[src/rtl/scpu_fetch_pkg.sv]
// -----------------------------------------------------------------------------
// scpu_fetch_pkg
// Shared constants and types for the scpu instruction-fetch unit:
//   NOP_OPCODE        - word presented on fetch_ir while the prefetch queue is empty
//   RESET_PC_DEFAULT  - program counter value after reset
//   fetch_entry_t     - packed prefetch-queue entry {word, pc} at the default
//                       8-bit word / 8-bit address geometry
// -----------------------------------------------------------------------------
package scpu_fetch_pkg;

    localparam int unsigned NOP_OPCODE       = 32'h0000_0070;
    localparam int unsigned RESET_PC_DEFAULT = 32'h0000_0000;

    localparam int ENTRY_DW = 8;
    localparam int ENTRY_AW = 8;

    typedef struct packed {
        logic [ENTRY_DW-1:0] word;
        logic [ENTRY_AW-1:0] pc;
    } fetch_entry_t;

endpackage

[src/rtl/scpu_prefetch_fifo.sv]
// -----------------------------------------------------------------------------
// scpu_prefetch_fifo
// Circular prefetch buffer for the fetch unit. Read/write pointers carry one
// extra wrap bit so that occupancy is simply their difference.
// Ports:
//   clk, rst   rising-edge clock, asynchronous active-high reset
//   i_push     write i_data at the tail (ignored when full)
//   i_pop      drop the head entry (ignored when empty)
//   i_flush    empty the buffer; wins over push and pop in the same cycle
//   i_data     entry to push
//   o_count    current occupancy, 0..DEPTH
//   o_head     entry at the head (meaningless when o_count is 0)
// -----------------------------------------------------------------------------
module scpu_prefetch_fifo #(
    parameter int WIDTH = 16,
    parameter int DEPTH = 4
) (
    input  logic                         clk,
    input  logic                         rst,
    input  logic                         i_push,
    input  logic                         i_pop,
    input  logic                         i_flush,
    input  logic [WIDTH-1:0]             i_data,
    output logic [$clog2(DEPTH+1)-1:0]   o_count,
    output logic [WIDTH-1:0]             o_head
);

    localparam int IW = $clog2(DEPTH);
    localparam int CW = $clog2(DEPTH+1);

    logic [IW:0]      r_wr_ptr;
    logic [IW:0]      r_rd_ptr;
    logic [WIDTH-1:0] r_mem [DEPTH];

    logic [CW-1:0]    w_count;
    logic             w_push_ok;
    logic             w_pop_ok;

    // Occupancy and guarded push/pop qualifiers.
    always_comb begin
        w_count   = r_wr_ptr - r_rd_ptr;
        w_push_ok = i_push && (w_count != CW'(DEPTH));
        w_pop_ok  = i_pop && (w_count != {CW{1'b0}});
    end

    // Pointer update; a flush returns both pointers to the origin.
    always_ff @(posedge clk or posedge rst) begin
        if (rst) begin
            r_wr_ptr <= {(IW+1){1'b0}};
            r_rd_ptr <= {(IW+1){1'b0}};
        end else if (i_flush) begin
            r_wr_ptr <= {(IW+1){1'b0}};
            r_rd_ptr <= {(IW+1){1'b0}};
        end else begin
            if (w_push_ok) begin
                r_wr_ptr <= r_wr_ptr + (IW+1)'(1);
            end
            if (w_pop_ok) begin
                r_rd_ptr <= r_rd_ptr + (IW+1)'(1);
            end
        end
    end

    // Entry storage; contents need no reset because the head is only used when non-empty.
    always_ff @(posedge clk) begin
        if (w_push_ok && !i_flush) begin
            r_mem[r_wr_ptr[IW-1:0]] <= i_data;
        end
    end

    assign o_count = w_count;
    assign o_head  = r_mem[r_rd_ptr[IW-1:0]];

endmodule

[src/rtl/scpu_fetch_pq.sv]
// -----------------------------------------------------------------------------
// scpu_fetch_pq
// Instruction-fetch unit with a DEPTH-entry prefetch queue. Owns the unified
// instruction/data RAM and the program counter. Prefetch runs whenever the
// queue has room and the data port is idle; dc_jump flushes and redirects.
// Ports:
//   clk, rst            rising-edge clock, asynchronous active-high reset
//   fetch_ir            head instruction word (NOP when queue empty)
//   fetch_ir_pc         address of head word (0 when queue empty)
//   fetch_ir_valid      queue non-empty
//   dc_ir_ready         decoder takes the head this cycle
//   dc_jump, dc_target  flush the queue and load the PC
//   dc_mem_rd/wr        data-port read into fetch_dr / write of dc_wdata
//   dc_addr, dc_wdata   data-port address and write value
//   fetch_dr            last completed data read
//   fetch_count         queue occupancy
// -----------------------------------------------------------------------------
module scpu_fetch_pq
    import scpu_fetch_pkg::*;
#(
    parameter int          DW       = 8,
    parameter int          AW       = 8,
    parameter int          DEPTH    = 4,
    parameter int unsigned RESET_PC = RESET_PC_DEFAULT,
    parameter int unsigned NOP      = NOP_OPCODE
) (
    input  logic                        clk,
    input  logic                        rst,
    output logic [DW-1:0]               fetch_ir,
    output logic [AW-1:0]               fetch_ir_pc,
    output logic                        fetch_ir_valid,
    input  logic                        dc_ir_ready,
    input  logic                        dc_jump,
    input  logic [AW-1:0]               dc_target,
    input  logic                        dc_mem_rd,
    input  logic                        dc_mem_wr,
    input  logic [AW-1:0]               dc_addr,
    input  logic [DW-1:0]               dc_wdata,
    output logic [DW-1:0]               fetch_dr,
    output logic [$clog2(DEPTH+1)-1:0]  fetch_count
);

    localparam int CW = $clog2(DEPTH+1);
    localparam int EW = DW + AW;

    logic [DW-1:0] r_ram [2**AW];
    logic [AW-1:0] r_pc;
    logic [DW-1:0] r_dr;

    logic [CW-1:0] w_count;
    logic [EW-1:0] w_head;
    logic [EW-1:0] w_push_data;
    logic          w_valid;
    logic          w_push;
    logic          w_pop;

    // Prefetch arbitration: the data port and a redirect both pre-empt the fetch slot.
    always_comb begin
        w_valid     = (w_count != {CW{1'b0}});
        w_push      = (w_count < CW'(DEPTH)) && !dc_jump && !dc_mem_rd && !dc_mem_wr;
        w_pop       = w_valid && dc_ir_ready;
        w_push_data = {r_ram[r_pc], r_pc};
    end

    scpu_prefetch_fifo #(
        .WIDTH (EW),
        .DEPTH (DEPTH)
    ) u_fifo (
        .clk     (clk),
        .rst     (rst),
        .i_push  (w_push),
        .i_pop   (w_pop),
        .i_flush (dc_jump),
        .i_data  (w_push_data),
        .o_count (w_count),
        .o_head  (w_head)
    );

    // Unified RAM write port; contents survive reset by design.
    always_ff @(posedge clk) begin
        if (dc_mem_wr) begin
            r_ram[dc_addr] <= dc_wdata;
        end
    end

    // Program counter: redirect wins, otherwise advance only when a fetch was pushed.
    always_ff @(posedge clk or posedge rst) begin
        if (rst) begin
            r_pc <= AW'(RESET_PC);
        end else if (dc_jump) begin
            r_pc <= dc_target;
        end else if (w_push) begin
            r_pc <= r_pc + AW'(1);
        end
    end

    // Data register captures the pre-write RAM value, so rd+wr together returns old data.
    always_ff @(posedge clk or posedge rst) begin
        if (rst) begin
            r_dr <= {DW{1'b0}};
        end else if (dc_mem_rd) begin
            r_dr <= r_ram[dc_addr];
        end
    end

    // Head presentation decoded from queue state; empty queue shows NOP at address 0.
    always_comb begin
        if (w_valid) begin
            fetch_ir    = w_head[EW-1:AW];
            fetch_ir_pc = w_head[AW-1:0];
        end else begin
            fetch_ir    = DW'(NOP);
            fetch_ir_pc = {AW{1'b0}};
        end
    end

    assign fetch_ir_valid = w_valid;
    assign fetch_count    = w_count;
    assign fetch_dr       = r_dr;

endmodule

[config.mk]
export PLATFORM = sky130hd
export DESIGN_NAME = scpu_fetch_pq
export DESIGN_NICKNAME = d
export VERILOG_FILES = /design/src/rtl/scpu_fetch_pkg.sv /design/src/rtl/scpu_prefetch_fifo.sv /design/src/rtl/scpu_fetch_pq.sv
export SDC_FILE = /design/constraint.sdc
export NUM_CORES = 2
export LEC_CHECK = 0
export CAP_MARGIN = 20
export CORE_AREA = 8 8 454 456
export DETAILED_ROUTE_END_ITERATION = 8
export DIE_AREA = 0 0 462 464
export PLACE_DENSITY = 0.62
export SKIP_LAST_GASP = 1
export SYNTH_ARGS = -nofsm -noshare
export SYNTH_HDL_FRONTEND = slang
export SYNTH_SLANG_ARGS = --single-unit
[constraint.sdc]
create_clock -name clk -period 3.65 [get_ports clk]
set_clock_uncertainty 0.15 [all_clocks]
set_input_delay 0.5475 -clock clk [delete_from_list [all_inputs] [get_ports clk]]
set_output_delay 0.5475 -clock clk [all_outputs]
set_load 0.05 [all_outputs]
After elaboration in Yosys (flattened, before gate mapping)
Memory sizes are Yosys's and may differ from the RTL's. A register that Yosys moved wholly into a read port is not among the register bits.
Cells that the tools add are included.

operators by class
  equality and inequality tests = 1
  shift operators = 0
  multiplexer cells = 12
  multiply operators = 0
  bitwise operators = 0
  div/mod/pow operators = 0
  reductions and logical operators = 14
  add/sub/neg operators = 4
  order comparisons = 1

operators with widths
  cell                   number
  $mux W8                4
  $mux W3                4
  $add A8 B1 Y8 const B  1
  $logic_and A1 B1 Y1    7
  $add A3 B1 Y3 const B  2
  $reduce_bool A2 Y1     3
  $mux W1                4
  $logic_not A1 Y1       3
  $lt A3 B3 Y1 const B   1
  $ne A3 B3 Y1 const B   1
  $reduce_bool A3 Y1     1
  $sub A3 B3 Y3          1

word-level totals
  latch bits = 0
  logic and storage cells = 37
  register bits after elaboration = 14
  bits in writable memories = 2112
  memory bits (read-only) = 0
  memories kept = 2

memory list
  name          depth  bits a word  rd ports  clocked after memory_dff  write ports  line                      source
  r_ram         256    8            2         1                         1            scpu_fetch_pq.sv:46       logic [DW-1:0] r_ram [2**AW];
  u_fifo.r_mem  4      16           1         0                         1            scpu_prefetch_fifo.sv:33  logic [WIDTH-1:0] r_mem [DEPTH];

Longest topological paths before layout
  word-level depth = 9
  mapped depth = 12
  depth with buffers taken out = 9

Cells and area by module
A second synthesis with hierarchy kept.

unflattened totals
  cells, all modules = 5021
  area total of the unflattened synthesis = 99912.1 um^2

modules (own cells, without submodules)
  module              cells an instance  seq. area each (um^2)  times used  area an instance (um^2)
  scpu_fetch_pq       4886               61899.4                1           97089.4
  scpu_prefetch_fifo  135                2072.0                 1           2822.7

Least setup slack after synthesis
Ideal clock, no wire load.

  path kind = reg-to-output
  from = reg u_fifo.r_wr_ptr[0]
  to = out fetch_ir[2]
  arrival = 3.410 ns
  slack = -0.458 ns
  cell stages (with the launch flop) = 9
  required time = 2.952 ns
  path buffers = 1
  path through = dfrtp_1 inv_1 ha_1 fa_1 xnor2_1 nor3_1 inv_1 clkbuf_1 and2_1

between the ends
  word-level cells in the longest chain between the ends = 3

RTL lines
  element                 line                      source
  start, declared         scpu_prefetch_fifo.sv:31  logic [IW:0] r_wr_ptr;
  start signal, assigned  scpu_prefetch_fifo.sv:49  r_wr_ptr <= {(IW+1){1'b0}};
  start signal, assigned  scpu_prefetch_fifo.sv:52  r_wr_ptr <= {(IW+1){1'b0}};
  start signal, assigned  scpu_prefetch_fifo.sv:56  r_wr_ptr <= r_wr_ptr + (IW+1)'(1);
  $sub A3 B3 Y3           scpu_prefetch_fifo.sv:41  w_count = r_wr_ptr - r_rd_ptr;
  net fetch_count[2]      scpu_fetch_pq.sv:40       output logic [$clog2(DEPTH+1)-1:0] fetch_count
  $reduce_bool A3 Y1      scpu_fetch_pq.sv:59       w_valid = (w_count != {CW{1'b0}});
  net fetch_ir_valid      scpu_fetch_pq.sv:31       output logic fetch_ir_valid,
  $mux W8                 scpu_fetch_pq.sv:108      if (w_valid) begin
  end, declared           scpu_fetch_pq.sv:29       output logic [DW-1:0] fetch_ir,

The timed path passes the listed nets, and every way through them passes these cells.

Worst setup path after layout
  from = reg r_pc[4]
  to = mem u_fifo.r_mem[3][10] (data pin)

between the ends
  word-level cells in the longest chain between the ends = 1

RTL lines
  element                 line                      source
  start, declared         scpu_fetch_pq.sv:47       logic [AW-1:0] r_pc;
  start signal, assigned  scpu_fetch_pq.sv:89       r_pc <= AW'(RESET_PC);
  start signal, assigned  scpu_fetch_pq.sv:91       r_pc <= dc_target;
  start signal, assigned  scpu_fetch_pq.sv:93       r_pc <= r_pc + AW'(1);
  $mem_v2 Z256 W8         -
  net u_fifo.i_data[10]   scpu_prefetch_fifo.sv:23  input logic [WIDTH-1:0] i_data,
  end, declared           scpu_prefetch_fifo.sv:33

The timed path passes the listed nets, and every way through them passes these cells.

==> impl_metrics.csv <==
group,metric,value,unit
placement,globalplace.congestion,0.952,
logic_synthesis,yosys.cell_count.top_type,"sky130_fd_sc_hd__edfxtp_1",
logic_synthesis,post_synth_main_area_contributors,"sky130_fd_sc_hd__edfxtp_1 64%, sky130_fd_sc_hd__mux4_2 26%, sky130_fd_sc_hd__nor2_1 1.2%",
pwr,comb_power_share,18.4,%
logic_synthesis,syn_area_per_cell,20.4,um^2
timing,layout_min_cycle_time,3.82,ns
placement,place.detailed.hpwl,236,mm
timing,finalWorstSetupSlack,-0.165,ns
logic_synthesis,postSynthCellCount,4843,
die,dieWidth,462,um
logic_synthesis,synth_sequential_area_ratio,64.8,%
placement,port-buffer-count,57,
clocking,cts.root.buffer_cell,"sky130_fd_sc_hd__clkbuf_16",
clocking,clock_tree.htree_level_count,4,
pwr,irDropWorstVdd,0.000485,V
min_path,hold_path_depth,1,
global_route,first_global_vias,59100,
cells_and_area,util_after_layout,59.1,%
setup_path,worstPathMaxFanout,6,
clocking,worst_skew_pair.late_latency,0.88,ns
pwr,share_seq_of_total_power,44.7,%
logic_synthesis,yosys_warnings,0,
cells_and_area,postLayoutCellArea,117000,um^2
setup_path,startpoint,"r_pc[4]$_DFFE_PP0P_",
setup_path,cpPeakStageDelay,0.74,ns
logic_synthesis,leading_area_contributor_after_synthesis,"sky130_fd_sc_hd__edfxtp_1",
global_route,grt_use_total,31.6,%
route,finalWirelength,345,mm
pwr,netSwitchingFraction,26.2,%
cells_and_area,area.growth.synth_to_final,19.0,%
route,drt_pre_antenna_iters,6,
setup_path,rr_worst_depth,8,
setup_path,reg2reg_start,"r_pc[4]$_DFFE_PP0P_",
logic_synthesis,async_flop_share,1.03,%
die,effective_utilization_at_floorplan,49.7,%
die,row_count,164,
clocking,tritoncts.num_buffers,219,
timing,finalSetupViolCount,16,
logic_synthesis,synthTopCellsByCount,"2,112 x sky130_fd_sc_hd__edfxtp_1, 1,133 x sky130_fd_sc_hd__mux4_2, 312 x sky130_fd_sc_hd__nor2_1",
pwr,total_power,60.9,mW
clocking,cts.reportedPaths.clkPinSlew,0.07,ns
setup_path,family_with_the_most_delay_on_the_worst_path,"simple AND/OR/NAND/NOR gates",
setup_path,worst_ep_required_time,4.21,ns
setup_path,worstSetupPathDepth,8,
route,via_count,60300,
die,io-pin-count,58,
logic_synthesis,postSynth.topFlopCell,"sky130_fd_sc_hd__edfxtp_1",
timing,finalHoldWorstSlack,0.136,ns
logic_synthesis,synth_enable_flop_cells,2112,
timing,grt_setup_unrepaired,"true",
setup_path,setup.worst_path.start_class,"register",
global_route,grt_start_max_net_pins,111,
cells_and_area,final_layout_size_suffix_gt1_share,43.2,%
clocking,tritoncts_clock_tree,"yes",
route,detail-route-antenna-nets,0,
timing,relSlewSlack,21.6,%
setup_path,setup.worst_path.end_class,"register",
clocking,clock_sinks,2134,
timing,finalHoldViolations,0,
route,number_of_drc_violations_after_detailed_routing,0,
timing,min_period_over_period,105,%
die,core_region_area,199000,um^2
setup_path,cpMostUsedCell,"sky130_fd_sc_hd__buf_4",
setup_path,criticalPathCategory,"reg -> reg",
run_status,violated_checks,"setup timing",
timing,final-max-slew-violation-count,0,
route,detail_route.vias_per_cell,7.07,
pwr,power_per_cell_area,519,nW/um^2
timing,worst_slew_pin_slew,1.17,ns
timing,achievable_clock_frequency,262,MHz
pwr,net-switching-power,15.9,mW
pwr,leakage,38.2,nW
logic_synthesis,netlist.area_leader.share,64.3,%
cells_and_area,design.final.nets,5724,
setup_path,critPathArrivalTime,4.37,ns
die,floorplan.die.height,464,um
pwr,clock_power_share,36.9,%
setup_path,critical_path.cell_chain,"nor2b_4, nand2_1, o22ai_1, nor3_1, buf_4, a221o_2, o31ai_2, buf_4",
pwr,internal_power_contribution,45.0,mW
global_route,antenna_found_initial,28,
route,wl_per_cell,40.3,um
min_path,worst_hold_path_type,"in -> reg",
placement,place_area,110000,um^2
clocking,maximum_number_of_buffers_from_clock_root_to_sink,3,
global_route,gr-total-overflow,0,
setup_path,critical_path_buf_inv_count,2,
route,drt_first_iter_violations,10200,
setup_path,worst_path_max_delay_cell,"sky130_fd_sc_hd__dfrtp_1",
die,design.die.area,214000,um^2
run,drv_cap,0,
global_route,wire_length_of_the_first_global_routing_pass,474,mm
run_status,outcome,"finished with violations",
logic_synthesis,mappedNetlistNets,4881,
logic_synthesis,synth.lib_cells_used.distinct,62,
logic_synthesis,count_of_state_elements_after_synthesis,2134,
logic_synthesis,mapped_area,98700,um^2
min_path,hold_start,"dc_wdata[5]",
## placed cells by master (no fill, tap or decap), drive strengths merged, types with 13 or more instances in the layout
cell / n
a22o: 24
inv: 19
bufinv: 23
nand2: 78
a21oi: 79
mux2i: 104
clkbuf: 283
nand2b: 13
a22oi: 126
buf: 976
and2: 25
o221ai: 16
o21ai: 31
diode: 15
clkinv: 98
dfrtp: 22
a31oi: 14
a211oi: 18
mux4: 1133
nor2b: 25
nand3: 48
mux2: 44
edfxtp: 2112
o22ai: 39
nor3: 31
nor2: 312
a221oi: 30
clkdlybuf4s50: 24
## metrics by stage
step	TNS [ns]	std cells	setup slack, ns
final	-0.836	8539	-0.165
after floorplan	0	4843	0.182
after global placement	-9.46	8073	-0.606
after detailed placement	-8.48	8076	-0.563
after global routing	-0.0957	8528	-0.0220
after CTS	-0.0715	8495	-0.0198
## power by group through the flow
stage / clock network, mW / registers [mW] / logic [mW]
finish: 22.5 / 27.2 / 11.2
global route: 23.5 / 27.2 / 11.5
CTS: 22.6 / 27.2 / 10.9
detailed placement: 0 / 27.8 / 10.7
global placement: 0 / 27.8 / 10.6
floorplan: 0 / 27.7 / 5.70
## state kept, by name, summed over array words and instances, names as in the netlist
signal	cells
fetch_dr	8
r_pc	8
r_ram	2048
u_fifo.r_mem	64
u_fifo.r_rd_ptr	3
u_fifo.r_wr_ptr	3
## worst paths after layout
kind	slack, ns	end
worst max-delay path	-0.17	u_fifo.r_mem[3][10]$_DFFE_PP_
worst min-delay path	0.14	r_ram[61][5]$_DFFE_PP_
worst max register to register	-0.17	u_fifo.r_mem[3][10]$_DFFE_PP_
worst min register to register	0.43	u_fifo.r_rd_ptr[2]$_DFFE_PP0P_
max in group asynchronous	2.42	r_pc[1]$_DFFE_PP0P_
min in group asynchronous	0.53	u_fifo.r_rd_ptr[2]$_DFFE_PP0P_
## repair_timing
item	in CTS	in global routing
setup buffers	10	23
hold buffers	3	0
pin swaps	2	4
gates resized for setup	23	18
endpoints found under the hold margin	36	0
gates cloned	4	2
setup endpoints to repair	37	38
## routing by layer
metal / GRT usage (%) / wire, um / vias to the layer above
met2: 46.3 / 154000 / 4539
met1: 45.0 / 129000 / 32200
met4: 14.5 / 18700 / 14
met3: 8.12 / 42600 / 779
li1: - / - / 22800
met5: 0 / 84 / -
## layout make-up
class / count / area, um^2
inverters: 15 / 58.8
well taps: 2656 / 3320
repair buffers: 1017 / 9890
clock buffers: 273 / 5850
multi-input cells: 2299 / 33000
fillers: 14500 / 81200
clock inverters: 130 / 1250
diodes: 15 / 37.5
flip-flops and latches: 2134 / 64000
## cells by family (layout without fill, tap and decap cells)
group	after synthesis	in the layout	share of synthesized area [%]
DFF	2134	2134	64.8
muxes	1281	1281	27.4
and+or+nand+nor	569	569	2.53
AOI/OAI and AO/OA	434	434	3.11
buffers and inverters	410	1435	1.94
adders and majority gates	8	8	0.109
xor gates and xnor gates	7	7	0.0621
other	0	15	0
Power figures use the tool's default switching activity.
